$ cat src/rtl/led_blink_ctrl.sv
// led_blink_ctrl
//
// Command-driven blink sequencer for a single board LED. A command of
// (on time, off time, repeat count) is taken over a valid/ready handshake.
// The LED then runs through the requested on/off sequence, timed in ticks
// derived from the system clock, and a one-cycle done pulse marks normal
// completion.
//
// Parameters:
//   CLOCK_FREQ  system clock frequency in Hz
//   TICK_HZ     tick rate; DIV = CLOCK_FREQ / TICK_HZ clocks per tick (>= 2)
//   PERIOD_W    width of the on/off durations, in ticks
//   COUNT_W     width of the repeat count
//
// Ports:
//   clock      system clock, rising edge
//   reset_n    synchronous active-low reset
//   cmd_valid  command present
//   cmd_ready  controller idle and able to accept a command
//   cmd_on     LED-on duration in ticks (0 = complete immediately)
//   cmd_off    LED-off duration in ticks (0 = LED stays lit between blinks)
//   cmd_count  number of on-phases (0 = run until abort)
//   abort      stop an active sequence without signalling done
//   led        registered LED drive
//   busy       registered, high while a sequence is active
//   done       registered one-cycle pulse on normal completion
module led_blink_ctrl #(
    parameter int CLOCK_FREQ = 12_000_000,
    parameter int TICK_HZ    = 1000,
    parameter int PERIOD_W   = 16,
    parameter int COUNT_W    = 8
) (
    input  logic                clock,
    input  logic                reset_n,
    input  logic                cmd_valid,
    output logic                cmd_ready,
    input  logic [PERIOD_W-1:0] cmd_on,
    input  logic [PERIOD_W-1:0] cmd_off,
    input  logic [COUNT_W-1:0]  cmd_count,
    input  logic                abort,
    output logic                led,
    output logic                busy,
    output logic                done
);

    localparam int DIV   = CLOCK_FREQ / TICK_HZ;
    localparam int DIV_W = $clog2(DIV);

    localparam logic [DIV_W-1:0]    DIV_LAST   = DIV_W'(DIV - 1);
    localparam logic [DIV_W-1:0]    DIV_ONE    = DIV_W'(1);
    localparam logic [PERIOD_W-1:0] PERIOD_ONE = PERIOD_W'(1);
    localparam logic [COUNT_W-1:0]  COUNT_ONE  = COUNT_W'(1);

    typedef enum logic [1:0] {
        S_IDLE,
        S_ON,
        S_OFF
    } state_t;

    state_t state;
    state_t state_next;

    logic [DIV_W-1:0]    div_cnt;
    logic [PERIOD_W-1:0] phase_cnt;
    logic [COUNT_W-1:0]  blink_cnt;

    logic [PERIOD_W-1:0] on_lat;
    logic [PERIOD_W-1:0] off_lat;
    logic [COUNT_W-1:0]  cnt_lat;

    logic accept;
    logic tick;
    logic on_end;
    logic off_end;
    logic last_blink;

    logic done_next;
    logic phase_clr;
    logic phase_inc;
    logic blink_inc;

    assign cmd_ready = (state == S_IDLE);
    assign accept    = cmd_valid && cmd_ready;
    assign tick      = (div_cnt == DIV_LAST);

    // Phase ends are only evaluated on a tick. The OFF state is never
    // entered with a zero off time, and ON never with a zero on time, so
    // the subtraction cannot wrap while it matters.
    assign on_end  = (phase_cnt == on_lat - PERIOD_ONE);
    assign off_end = (phase_cnt == off_lat - PERIOD_ONE);

    // A zero count means "forever": the final-blink condition never fires.
    assign last_blink = (cnt_lat != '0) && (blink_cnt == cnt_lat - COUNT_ONE);

    // Next-state logic. Abort has priority over the tick in ON and OFF.
    // A zero-length command completes straight from IDLE with a done pulse.
    always_comb begin
        state_next = state;
        done_next  = 1'b0;
        phase_clr  = 1'b0;
        phase_inc  = 1'b0;
        blink_inc  = 1'b0;
        unique case (state)
            S_IDLE: begin
                if (accept) begin
                    if (cmd_on != '0) begin
                        state_next = S_ON;
                    end else begin
                        done_next = 1'b1;
                    end
                end
            end
            S_ON: begin
                if (abort) begin
                    state_next = S_IDLE;
                end else if (tick) begin
                    if (on_end) begin
                        phase_clr = 1'b1;
                        if (cnt_lat != '0) begin
                            blink_inc = 1'b1;
                        end
                        if (last_blink) begin
                            state_next = S_IDLE;
                            done_next  = 1'b1;
                        end else if (off_lat == '0) begin
                            state_next = S_ON;
                        end else begin
                            state_next = S_OFF;
                        end
                    end else begin
                        phase_inc = 1'b1;
                    end
                end
            end
            S_OFF: begin
                if (abort) begin
                    state_next = S_IDLE;
                end else if (tick) begin
                    if (off_end) begin
                        phase_clr  = 1'b1;
                        state_next = S_ON;
                    end else begin
                        phase_inc = 1'b1;
                    end
                end
            end
            default: begin
                state_next = S_IDLE;
            end
        endcase
    end

    // State register and registered outputs. led and busy are computed
    // from the next state so they change in the same cycle as the state.
    always_ff @(posedge clock) begin
        if (!reset_n) begin
            state <= S_IDLE;
            led   <= 1'b0;
            busy  <= 1'b0;
            done  <= 1'b0;
        end else begin
            state <= state_next;
            led   <= (state_next == S_ON);
            busy  <= (state_next != S_IDLE);
            done  <= done_next;
        end
    end

    // Tick divider: free running, but restarted on accept so the first
    // phase of a sequence is exactly on * DIV cycles long.
    always_ff @(posedge clock) begin
        if (!reset_n) begin
            div_cnt <= '0;
        end else if (accept || tick) begin
            div_cnt <= '0;
        end else begin
            div_cnt <= div_cnt + DIV_ONE;
        end
    end

    // Phase and blink counters plus the latched command fields.
    always_ff @(posedge clock) begin
        if (!reset_n) begin
            phase_cnt <= '0;
            blink_cnt <= '0;
            on_lat    <= '0;
            off_lat   <= '0;
            cnt_lat   <= '0;
        end else begin
            if (accept || phase_clr || state_next == S_IDLE) begin
                phase_cnt <= '0;
            end else if (phase_inc) begin
                phase_cnt <= phase_cnt + PERIOD_ONE;
            end

            if (accept) begin
                blink_cnt <= '0;
            end else if (blink_inc) begin
                blink_cnt <= blink_cnt + COUNT_ONE;
            end

            if (accept) begin
                on_lat  <= cmd_on;
                off_lat <= cmd_off;
                cnt_lat <= cmd_count;
            end
        end
    end

endmodule

$ cat config.mk
export PLATFORM = sky130hd
export DESIGN_NAME = led_blink_ctrl
export DESIGN_NICKNAME = d
export VERILOG_FILES = /design/src/rtl/led_blink_ctrl.sv
export SDC_FILE = /design/constraint.sdc
export NUM_CORES = 1
export LEC_CHECK = 0
export CAP_MARGIN = 20
export CORE_ASPECT_RATIO = 1.75
export CORE_MARGIN = 4
export CORE_UTILIZATION = 52
export CTS_CLUSTER_SIZE = 28
export DETAILED_ROUTE_END_ITERATION = 16
export PLACE_DENSITY = 0.77
export SLEW_MARGIN = 20
export SYNTH_ARGS = -nofsm -noshare
export SYNTH_HDL_FRONTEND = slang
export SYNTH_SLANG_ARGS = --single-unit
$ cat constraint.sdc
create_clock -name clock -period 3.09 [get_ports clock]
set_input_delay 0.927 -clock clock [delete_from_list [all_inputs] [get_ports clock]]
set_output_delay 0.927 -clock clock [all_outputs]
set_load 0.05 [all_outputs]
==> flow_metrics.env, run 1 <==
export IMPL_outcome="finished clean"
export IMPL_worst_path_max_fanout=5
export IMPL_layoutNonFillerInstCount=838
export IMPL_final_fill_count=818
export IMPL_timing_hold_violations_final=0
export IMPL_grt_use_total_pct=24.1
export IMPL_timing_critical_path_cells="inv_2, ha_4, or3b_4, o211ai_1, or3_1, or4_4, nor4_4, mux2i_1, o211ai_2, and3b_1, or2_4"
export IMPL_finClkSkew_ns=0.0111
export IMPL_place_hpwl_mm=10.0
export IMPL_min_period_ns=3.02
export IMPL_design_core_area_um2=9530
export IMPL_timing_worst_slew_pin_value_ns=0.784
export IMPL_pwr_density_cell_nw_per_um2=453
export IMPL_critical_path_top_delay_family="simple AND/OR/NAND/NOR gates"
export IMPL_cts_tree="yes"
export IMPL_initial_core_util_pct=53.4
export IMPL_critPathCaptureType="flop"
export IMPL_finalSetupViolations=0
export IMPL_io_pin_count=48
export IMPL_seq_area_frac_synth_pct=32.6
export IMPL_drive_gt1_share_pct=14.5
export IMPL_worst_hold_path_type="reg -> reg"
export IMPL_layout_cells_most_common="sky130_fd_sc_hd__nand2_1"
export IMPL_root_buffer="sky130_fd_sc_hd__clkbuf_16"
export IMPL_number_of_vias_after_detailed_routing=4827
export IMPL_cts_htree_levels=3
export IMPL_cp_start_kind="flop"
export IMPL_place_port_buffers=47
export IMPL_slew_limit_headroom_pct=47.2
export IMPL_syn_instance_count=637
export IMPL_synth_fp_nets=691
export IMPL_grt_first_pass_wirelength_mm=21.9
export IMPL_switching_share_pct=29.3
export IMPL_rsz_0062_raised_after_global_routing="yes"
export IMPL_area_growth_syn_to_layout_pct=24.8
export IMPL_chipWidth_um=82.8
export IMPL_cellLeakagePower_nw=2.38
export IMPL_detail_route_drc_violations=0
export IMPL_grt_start_max_net_pins=45
export IMPL_fin_crit_sh_pct=97.6
export IMPL_sequentialPowerShare_pct=40.3
export IMPL_critical_path_startpoint="on_lat[1]"
export IMPL_critical_path_cell_with_the_highest_stage_delay="sky130_fd_sc_hd__or4_4"
export IMPL_total_power_mw=2.88
export IMPL_synth_largest_type_area_fraction_pct=32.6
export IMPL_combPwrFrac_pct=21.5
export IMPL_async_flop_share_pct=0
export IMPL_wl_per_cell_um=16.0
export IMPL_routability_congestion_estimate_from_global_placement=0.892
export IMPL_average_via_count_per_standard_cell=5.76
export IMPL_number_of_max_cap_violations=0
export IMPL_clk_transition_reported_paths_ns=0.06
export IMPL_first_pass_iters=4
export IMPL_critPathBufInv=1
export IMPL_arrival_time_of_data_at_the_critical_path_endpoint_ns=3.25
export IMPL_via_count_of_the_first_global_routing_pass=4742
export IMPL_hold_buffers=0
export IMPL_initialDrtViolationCount=191
export IMPL_antenna_found_initial=0
export IMPL_timing_hold_worst_start="div_cnt[0]"
export IMPL_synthesis_area_per_instance_um2=7.99
export IMPL_worst_hold_slack_ns=0.481
export IMPL_die_area_um2=11500
export IMPL_mappedNetlistArea_um2=5090
export IMPL_totalWireLength_mm=13.4
export IMPL_clk_path_buf_depth=2
export IMPL_die_height_um=139
export IMPL_insertedDiodeCount=0
export IMPL_rows=47
export IMPL_power_clock_fraction_pct=38.3
export IMPL_yosysWarningCount=0
export IMPL_netsw_mw=0.843
export IMPL_final_cell_mix="sky130_fd_sc_hd__nand2_1, sky130_fd_sc_hd__dfxtp_1, sky130_fd_sc_hd__clkdlybuf4s50_1, sky130_fd_sc_hd__buf_4, sky130_fd_sc_hd__nor2_1"
export IMPL_cts_buffers=9
export IMPL_final_core_utilization_pct=66.7
export IMPL_global_route_overflow_total=0
export IMPL_yosysUniqueCellTypes=67
export IMPL_post_synthesis_cell_type_with_the_largest_combined_area="sky130_fd_sc_hd__dfxtp_1"
export IMPL_worst_path_largest_cell_delay_ns=0.57
export IMPL_max_freq_ghz=0.332
export IMPL_post_synth_edffs=0
export IMPL_worst_ir_drop_vdd_mv=0.312
export IMPL_dp_cells=821
export IMPL_fin_nets=765
export IMPL_required_time_worst_endpoint_ns=3.33
export IMPL_cell_internal_pwr_mw=2.03
export IMPL_drv_slew=0
export IMPL_clock_insertion_delay_worst_skew_ns=0.35
export IMPL_ys_flop_type="sky130_fd_sc_hd__dfxtp_1"
export IMPL_numClockSinks=83
export IMPL_timing_setup_critical_path_class="reg -> reg"
export IMPL_number_of_synthesized_register_bits=83
export IMPL_remaining_number_of_nets_flagged_by_the_antenna_check_after_routing=0
export IMPL_reg2reg_from="on_lat[1]"
export IMPL_netlist_top_cells_area="sky130_fd_sc_hd__dfxtp_1, sky130_fd_sc_hd__nand2_1, sky130_fd_sc_hd__xnor2_1"
[cells in the mapped netlist, drive strengths merged (2+ instances only)]
cell	number
nand2	115
dfxtp	83
nor2	49
a21boi	41
xnor2	39
xor2	36
clkbuf	28
a21oi	20
nand3	20
nor4	19
or3	17
inv	16
o21ai	16
nor3	14
nand4	12
ha	10
and3	9
o211ai	9
and2	6
nand2b	6
nor2b	6
a41oi	4
or4	4
a2111oi	3
a211oi	3
and3b	3
buf	3
nand3b	3
nand4b	3
o211a	3
o22ai	3
or4b	3
a31oi	2
and4	2
mux2i	2
nor3b	2
nor4b	2
o2111ai	2
o21ba	2
o21bai	2
o41ai	2
[routing by layer]
layer / GRT usage [%] / up-vias / wire length [um]
met5: 0 / - / 0
met4: 8.79 / 0 / 287
met3: 4.81 / 29 / 602
met2: 43.9 / 119 / 7310
met1: 26.5 / 2294 / 5180
li1: - / 2385 / -
[stage by stage]
| stage | setup TNS [ns] | area (um^2) | worst slack [ns] |
|---|---|---|---|
| after floorplan | 0 | 5100 | 0.0557 |
| after global placement | 0 | 5950 | 0.0149 |
| after detailed placement | -0.485 | 5950 | -0.101 |
| after CTS | 0 | 6290 | 0.00267 |
| after global routing | -0.601 | 6350 | -0.0861 |
| final | 0 | 6350 | 0.0735 |
[logic make-up after synthesis]
family | Yosys count | share of synthesized area [%]
AOI/OAI and AO/OA | 121 | 17.5
adders and majority gates | 10 | 2.46
buffers and inverters | 47 | 3.66
muxes | 2 | 0.393
and+or+nand+nor | 298 | 30.0
xor gates and xnor gates | 76 | 13.3
DFF | 83 | 32.6
[worst register-to-register path, delay by kind of cell, from the launching register on]
family / cells / cell delay, ns
adder cells (fa/ha/maj): 1 / 0.15
AND/OR/NAND/NOR: 6 / 1.88
flip-flops: 1 / 0.33
buffers and inverters: 1 / 0.04
multiplexers: 1 / 0.26
AO/OA/AOI/OAI: 2 / 0.25
[worst paths after layout]
path	slack, ns	to	depth (start not counted)
hold reg to reg	0.48	div_cnt[0]	1
setup / recovery	0.07	busy	11
hold / removal	0.48	div_cnt[0]	1
setup reg to reg	0.07	busy	11
[state kept, by name, summed over array words and instances (netlist names), 2 cells and up]
signal	count
on_lat	16
blink_cnt	8
cnt_lat	8
off_lat	16
phase_cnt	16
div_cnt	14
state	2
[power groups by stage]
stage	combinational (mW)	sequential (mW)	clock (mW)
2_1_floorplan	0.365	1.18	0
4_1_cts	0.611	1.16	1.10
5_1_grt	0.678	1.16	1.16
3_3_place_gp	0.583	1.18	0
6_report	0.618	1.16	1.10
3_5_place_dp	0.597	1.18	0
[area by class of cell]
| class | instances | area (um^2) | share of cell area, % |
|---|---|---|---|
| clock inverters | 7 | 76.3 | 1.20 |
| clock buffers | 9 | 225 | 3.55 |
| repair buffers | 94 | 836 | 13.2 |
| well taps | 122 | 153 | 2.40 |
| flip-flops and latches | 83 | 1660 | 26.2 |
| multi-input cells | 507 | 3340 | 52.5 |
| inverters | 16 | 60.1 | 0.946 |
[what timing repair did]
item / in CTS / in global routing
endpoints found under the setup margin: 10 / 18
resized for setup: 9 / 15
setup buffers: 1 / 0
pin swaps: 6 / 6
Note: power is estimated with default switching activity, not from simulation.
==> inputs of run 2 (changes only) <==
--- a/config.mk
+++ b/config.mk
@@ -11,7 +11,7 @@
 export CORE_UTILIZATION = 52
 export CTS_CLUSTER_SIZE = 28
 export DETAILED_ROUTE_END_ITERATION = 16
-export PLACE_DENSITY = 0.77
+export PLACE_DENSITY = 0.76
 export SLEW_MARGIN = 20
 export SYNTH_ARGS = -nofsm -noshare
 export SYNTH_HDL_FRONTEND = slang
==> flow_metrics.env, run 2 (synthesis gave the netlist of run 1 again) <==
export IMPL_global_route_overflow_total=0
export IMPL_finalWorstSetupSlack_ns=-0.114
export IMPL_via_count_of_the_first_global_routing_pass=4871
export IMPL_clk_transition_reported_paths_ns=0.06
export IMPL_average_via_count_per_standard_cell=5.78
export IMPL_wl_per_cell_um=16.1
export IMPL_drive_gt1_share_pct=16.9
export IMPL_finClkSkew_ns=0.00772
export IMPL_rows=47
export IMPL_cts_htree_levels=3
export IMPL_worst_ir_drop_vdd_mv=0.368
export IMPL_arrival_time_of_data_at_the_critical_path_endpoint_ns=3.45
export IMPL_critPathCaptureType="flop"
export IMPL_antenna_found_initial=0
export IMPL_final_cell_mix="sky130_fd_sc_hd__nand2_1, sky130_fd_sc_hd__dfxtp_1, sky130_fd_sc_hd__buf_4, sky130_fd_sc_hd__clkdlybuf4s50_1, sky130_fd_sc_hd__nor2_1"
export IMPL_final_core_utilization_pct=68.3
export IMPL_drv_slew=0
export IMPL_insertedDiodeCount=0
export IMPL_biggestRegsByFlops="off_lat: 16 flops, on_lat: 16 flops, phase_cnt: 16 flops"
export IMPL_remaining_number_of_nets_flagged_by_the_antenna_check_after_routing=0
export IMPL_number_of_vias_after_detailed_routing=4886
export IMPL_pre_cts_ws_ns=-0.0588
export IMPL_number_of_max_cap_violations=0
export IMPL_worst_hold_path_type="reg -> reg"
export IMPL_first_pass_iters=4
export IMPL_outcome="finished, violations left"
export IMPL_required_time_worst_endpoint_ns=3.33
export IMPL_final_fill_count=820
export IMPL_routability_congestion_estimate_from_global_placement=0.905
export IMPL_clk_path_buf_depth=2
export IMPL_die_height_um=139
export IMPL_timing_critical_path_cells="inv_2, ha_4, or3b_4, buf_6, o31ai_4, a21oi_1, or4_4, nor4_4, mux2i_2, o211ai_2, and3b_1, buf_4, and2_4"
export IMPL_layout_cells_most_common="sky130_fd_sc_hd__nand2_1"
export IMPL_rsz_0062_raised_after_global_routing="yes"
export IMPL_grt_use_total_pct=25.0
export IMPL_grt_start_max_net_pins=45
export IMPL_timing_hold_violations_final=0
export IMPL_area_growth_syn_to_layout_pct=27.8
export IMPL_place_port_buffers=47
export IMPL_worst_path_largest_cell_delay_ns=0.45
export IMPL_max_freq_ghz=0.312
export IMPL_grt_first_pass_wirelength_mm=22.6
export IMPL_finalSetupViolations=18
export IMPL_min_period_ns=3.20
export IMPL_clock_insertion_delay_worst_skew_ns=0.35
export IMPL_postLayoutCellArea_um2=6500
export IMPL_timing_worst_slew_pin_value_ns=0.727
export IMPL_place_hpwl_mm=10.0
export IMPL_initial_core_util_pct=53.4
export IMPL_cp_start_kind="flop"
export IMPL_initialDrtViolationCount=197
export IMPL_totalNegativeSetupSlack_ns=-1.11
export IMPL_placed_area_um2=5980
export IMPL_cts_buffers=9
export IMPL_die_area_um2=11500
export IMPL_fin_nets=773
export IMPL_timing_setup_critical_path_class="reg -> reg"
export IMPL_cellLeakagePower_nw=2.45
export IMPL_violations="setup timing"
export IMPL_totalWireLength_mm=13.7
export IMPL_pwr_density_cell_nw_per_um2=463
export IMPL_critPathBufInv=3
export IMPL_numClockSinks=83
export IMPL_fin_crit_sh_pct=104
export IMPL_slew_limit_headroom_pct=51.1
export IMPL_detail_route_drc_violations=0
export IMPL_critical_path_cell_with_the_highest_stage_delay="sky130_fd_sc_hd__or4_4"
export IMPL_cts_tree="yes"
export IMPL_worst_path_max_fanout=4
export IMPL_design_core_area_um2=9530
export IMPL_chipWidth_um=82.8
export IMPL_io_pin_count=48
export IMPL_critical_path_top_delay_family="simple AND/OR/NAND/NOR gates"
export IMPL_root_buffer="sky130_fd_sc_hd__clkbuf_16"
run 2: layout make-up:
type	count	area (um^2)	share of cell area, %
Multi-Input combinational cell	507	3380	51.9
Sequential cell	83	1670	25.6
Timing Repair Buffer	102	911	14.0
Clock buffer	11	253	3.89
Tap cell	122	153	2.35
Clock inverter	5	83.8	1.29
Inverter	16	60.1	0.923
run 2: final timing paths:
check / start / end / cells after the start / slack [ns]
setup / recovery: on_lat[1] / led / 13 / -0.11
hold / removal: div_cnt[0] / div_cnt[0] / 1 / 0.50
hold reg to reg: div_cnt[0] / div_cnt[0] / 1 / 0.50
setup reg to reg: on_lat[1] / led / 13 / -0.11
run 2: timing repair:
item | CTS | global route
resized for setup | 12 | 23
hold buffers | 0 | 0
hold endpoints to repair | 0 | 0
pin swaps | 11 | 11
endpoints found under the setup margin | 17 | 28
buffers inserted | 4 | 4
run 2: worst reg2reg max path: cells and delay by family (launching register included):
| kind | cells | cell delay, ns |
|---|---|---|
| buffers and inverters | 3 | 0.34 |
| multiplexers | 1 | 0.32 |
| AND/OR/NAND/NOR | 5 | 1.52 |
| flip-flops | 1 | 0.32 |
| adder cells (fa/ha/maj) | 1 | 0.13 |
| AO/OA/AOI/OAI | 3 | 0.47 |
run 2: report_power, final:
group / internal [mW] / switching (mW) / total [mW]
clock network: 0.755 / 0.450 / 1.20
registers: 1.11 / 0.0503 / 1.16
logic: 0.311 / 0.334 / 0.645
total: 2.18 / 0.833 / 3.01
run 2: per-stage QoR:
step / power, mW / instances / hold slack (ns)
after floorplan: 1.54 / 637 / 0.441
after global placement: 1.77 / 824 / 0.463
after detailed placement: 1.78 / 824 / 0.478
after CTS: 3.00 / 844 / 0.493
after global routing: 3.14 / 846 / 0.530
final: 3.01 / 846 / 0.495
run 2: layer usage:
layer	up-vias	global-route usage (%)	routed length, um
met3	34	3.45	568
met4	0	11.1	408
met5	-	0	0
li1	2397	-	-
met2	121	46.0	7480
met1	2334	27.0	5190
